File: src/rtl/seq_mult_ctrl.sv
// Sequential unsigned 32x32->64 shift-add multiplier controller.
// Borrows the shared execute-stage adder for one add per iteration and has no adder of its own.
module seq_mult_ctrl #(
    parameter logic [2:0] OP_ADD = 3'b101,
    parameter int         ITER   = 32
) (
    input  logic        clk,
    input  logic        reset,
    input  logic        start,
    input  logic [31:0] op_a,
    input  logic [31:0] op_b,
    output logic        add_en,
    output logic [31:0] add_a,
    output logic [31:0] add_b,
    output logic [2:0]  add_op,
    input  logic [31:0] add_result,
    output logic        busy,
    output logic        done,
    output logic [63:0] product
);

    localparam int DATA_W = 32;
    localparam int CNT_W  = $clog2(ITER) + 1;

    typedef enum logic [1:0] {
        S_IDLE = 2'd0,
        S_RUN  = 2'd1,
        S_DONE = 2'd2
    } state_t;

    state_t              r_state;
    state_t              w_state_nxt;
    logic [DATA_W-1:0]   r_hi;
    logic [DATA_W-1:0]   r_lo;
    logic [DATA_W-1:0]   r_mcand;
    logic [CNT_W-1:0]    r_cnt;

    logic [DATA_W-1:0]   w_sum;
    logic                w_carry;
    logic                w_last;

    // The shared unit exports no carry, so recover it from the operand and sum MSBs.
    function automatic logic carry_out(input logic a_msb, input logic b_msb, input logic s_msb);
        return (a_msb & b_msb) | ((a_msb ^ b_msb) & ~s_msb);
    endfunction

    assign w_last = (r_cnt == CNT_W'(ITER - 1));

    always_comb begin
        w_sum   = r_hi;
        w_carry = 1'b0;
        if (r_lo[0]) begin
            w_sum   = add_result;
            w_carry = carry_out(r_hi[DATA_W-1], r_mcand[DATA_W-1], add_result[DATA_W-1]);
        end
    end

    always_ff @(posedge clk or posedge reset) begin
        if (reset) begin
            r_state <= S_IDLE;
        end else begin
            r_state <= w_state_nxt;
        end
    end

    always_comb begin
        w_state_nxt = r_state;
        case (r_state)
            S_IDLE:  if (start)  w_state_nxt = S_RUN;
            S_RUN:   if (w_last) w_state_nxt = S_DONE;
            S_DONE:  w_state_nxt = S_IDLE;
            default: w_state_nxt = S_IDLE;
        endcase
    end

    // Load on accepted start, then shift {carry, sum, lo} right one bit per RUN cycle.
    always_ff @(posedge clk or posedge reset) begin
        if (reset) begin
            r_hi    <= '0;
            r_lo    <= '0;
            r_mcand <= '0;
            r_cnt   <= '0;
        end else begin
            case (r_state)
                S_IDLE: begin
                    if (start) begin
                        r_mcand <= op_a;
                        r_lo    <= op_b;
                        r_hi    <= '0;
                        r_cnt   <= '0;
                    end
                end
                S_RUN: begin
                    r_hi  <= {w_carry, w_sum[DATA_W-1:1]};
                    r_lo  <= {w_sum[0], r_lo[DATA_W-1:1]};
                    r_cnt <= r_cnt + 1'b1;
                end
                default: ;
            endcase
        end
    end

    assign add_en  = (r_state == S_RUN);
    assign busy    = (r_state == S_RUN);
    assign done    = (r_state == S_DONE);
    assign add_op  = add_en ? OP_ADD : 3'b000;
    assign add_a   = r_hi;
    assign add_b   = r_mcand;
    assign product = {r_hi, r_lo};

endmodule

File: config.mk
export PLATFORM = sky130hd
export DESIGN_NAME = seq_mult_ctrl
export DESIGN_NICKNAME = d
export VERILOG_FILES = /design/src/rtl/seq_mult_ctrl.sv
export SDC_FILE = /design/constraint.sdc
export NUM_CORES = 1
export LEC_CHECK = 0
export BUFFER_PORTS_ARGS = -buffer_cell sky130_fd_sc_hd__buf_2
export CORE_UTILIZATION = 35
export CTS_CLUSTER_SIZE = 8
export DETAILED_ROUTE_END_ITERATION = 6
export HOLD_SLACK_MARGIN = 0.12
export SYNTH_ARGS = -nofsm -noshare
export SYNTH_HDL_FRONTEND = slang
export SYNTH_SLANG_ARGS = --single-unit
File: constraint.sdc
create_clock -name clk -period 9.05 [get_ports clk]
set_clock_uncertainty 0.15 [all_clocks]
set_input_delay 1.81 -clock clk [delete_from_list [all_inputs] [get_ports clk]]
set_output_delay 1.81 -clock clk [all_outputs]
set_load 0.005 [all_outputs]
==> impl_metrics.yaml <==
final_layout:
  drive_gt1_share_pct: 46.68
  stdcell_area_um2: 6125
  final_cell_mix: "231 x buf_2, 103 x dfrtp_1, 71 x nand2_1"
  nets: 713
  multi_input_area_um2: 1795
  final_common_cell: "buf_2"
  antenna_cells: 0
  seqCellArea_um2: 2604
  n_fill_cell: 1281
  syn2layout_area_growth_pct: 27.11
grt:
  antenna_found_initial: 0
  grt_pass1_vias: 3695
  overflow: 0
  grt_pass1_wl_um: 19220
  grt_max_degree: 74
  grtUsageTotal_pct: 17.18
clocking:
  ctsHoldBuffers: 0
  cts_tree: "yes"
  cts_sinks: 104
  htree_levels: 3
  cts_buffer_depth: 2
  clkTransAtPathRegs_ns: 0.07
  post_cts_buffers: 0
  cts_resized: 0
  cts_buffers: 9
  insertion_delay_ns: 0.34
  cts_root_buffer: "clkbuf_16"
worst_setup_path:
  rr_startpoint: "r_state[0]"
  rr_worst_depth: 4
  crit_end: "product[0]"
  reg2reg_to: "r_lo[16]"
  rrSetupSlack_ns: 6.75
  crit_chain: "buf_2"
  cp_top_family: "flip-flops"
  cp-startpoint: "r_lo[0]"
  crit_type: "reg2out"
  crit_path_start_kind: "register"
  end_kind: "primary output"
  critPathMaxStageDelay_ns: 1.03
  crit_cells: 1
  cp.required_ns: 7.09
  worst_ep_arrival_time_ns: 1.64
  crit_buf_inv: 1
  critPathSlowestCell: "dfrtp_2"
  crit_path_max_fanout: 36
synth:
  ys_seq_area_share_pct: 54.01
  synthArstFlopShare_pct: 100.0
  synth_nets: 530
  synth_seq_cells: 104
  synth_cells: 429
  syn_avg_cell_area_um2: 11.23
  synth_top_area_cell: "dfrtp_1"
  netlist_top_cells_area: "dfrtp_1 54%, mux2_4 8.4%, o21ai_0 7.1%, mux2i_1 6.6%, buf_4 5.6%"
  yosysWarningCount: 0
  synth_edf_count: 0
  ys.flop_type: "dfrtp_1"
  yosysUniqueCellTypes: 30
  synthDominantCellAreaShare_pct: 54.01
  synth_area_um2: 4818
timing:
  max_freq_mhz: 277.6
  timing.final.max_slew_violations: 0
  rsz0062_at_grt: "no"
  hold_violations: 0
  fin_tns_setup_ns: 0
  slew-limit-headroom_pct: 18.08
  period_share_pct: 39.81
  setup_viol: 0
  worstMarginPinSlew_ns: 1.223
  min_period_ns: 3.603
floorplanning:
  dieArea_um2: 14240
  start_util_pct: 36.10
  rows: 42
  chipWidth_um: 119.3
  core-area_um2: 13350
  die_y_um: 119.3
  ios: 233
flow_run:
  cap_violations: 0
hold_path:
  min_path_type: "reg2reg"
place:
  port_buffers: 231
  dp_hpwl_um: 8150
  place_area_um2: 5834
  place_congestion: 0.7640
route:
  antenna_left: 0
  drc: 0
  routed_wl_um: 11910
  route.detailed.wl_per_inst_um: 15.01
  firstDrtPassIters: 4
  num_vias: 3808
  avgViaCountPerCell: 4.802
  first_iter_violations: 116
power_and_ir_drop:
  power.leakage_nw: 3.054
  power_density_nw_per_um2: 329.7
  ir_drop_uv: 140.5
outcome:
  status: "finished, final reports clean"
==> through the flow <==
step / std cells / utilization [%] / hold slack [ns] / power (mW) / setup slack, ns
floorplan: 429 / - / 0.3040 / 1.352 / 4.358
global placement: 777 / 43.71 / 0.3257 / 1.630 / 5.569
detailed placement: 777 / 43.71 / 0.3396 / 1.657 / 5.476
CTS: 793 / 45.88 / 0.3540 / 2.051 / 5.381
global route: 793 / 45.88 / 0.3690 / 2.173 / 5.327
finish: 793 / 45.88 / 0.3442 / 2.019 / 5.447
==> layer usage <==
layer / vias to the layer above / wire (um) / track usage (%)
li1: 1820 / - / -
met1: 1827 / 5350 / 23.16
met5: - / 0 / 0
met3: 13 / 674 / 3.017
met2: 148 / 5684 / 27.40
met4: 0 / 195 / 6.797
==> state kept, by name (all words and copies together) (netlist names) <==
register  count
add_a        32
add_b        32
r_lo         32
r_cnt         6
r_state       2
==> cells by family (layout without fill, tap and decap cells) <==
family          Yosys count  in the layout  synth area share, %
compound gates          106            106                12.96
flops                   104            104                54.01
simple gates             83             83                7.011
buf+inv                  68            256                9.010
mux                      64             64                16.23
fa+ha+maj                 2              2               0.5193
other cells               1              1              0.07783
xor+xnor                  1              1               0.1818
==> worst reg2reg max path, cell delays in order, from the launching register on <==
cell and delay [ns]:
dfrtp_1 0.39, buf_4 0.26, nor2b_2 1.00, a22oi_1 0.15
o21ai_0 0.26
==> area by class of cell <==
class / instances / share of cell area, %
sequential: 104 / 42.51
multi-input combinational: 257 / 29.32
timing repair buffer: 237 / 19.61
clock buffer: 11 / 3.800
tap: 176 / 3.596
clock inverter: 5 / 0.9397
inverter: 3 / 0.2247
==> power by group <==
part / leakage [nW] / switching (mW) / total, mW / internal [mW]
clock network: 0.132 / 0.170 / 0.385 / 0.214
logic: 1.65 / 0.306 / 0.735 / 0.429
registers: 1.27 / 0.213 / 0.900 / 0.687
==> worst min-delay path by stage <==
stage,from,to,cells past startpoint
floorplan,r_cnt[5],r_state[1],1
global route,add_b[9],add_b[9],1
global placement,r_cnt[5],r_state[1],1
CTS,r_cnt[5],r_state[1],1
finish,r_cnt[5],r_state[1],1
detailed placement,add_b[1],add_b[1],1
==> Yosys cell counts (2+ instances only) <==
library cell / n
a22oi_1: 31
buf_2: 5
buf_4: 36
buf_6: 5
clkbuf_1: 18
dfrtp_1: 104
ha_1: 2
inv_1: 3
mux2_2: 5
mux2_4: 27
mux2i_1: 32
nand2_1: 71
nand3_1: 2
nor2b_1: 3
nor3_1: 2
o21ai_0: 68
o31ai_1: 2
Note: power is estimated with default switching activity, not from simulation.
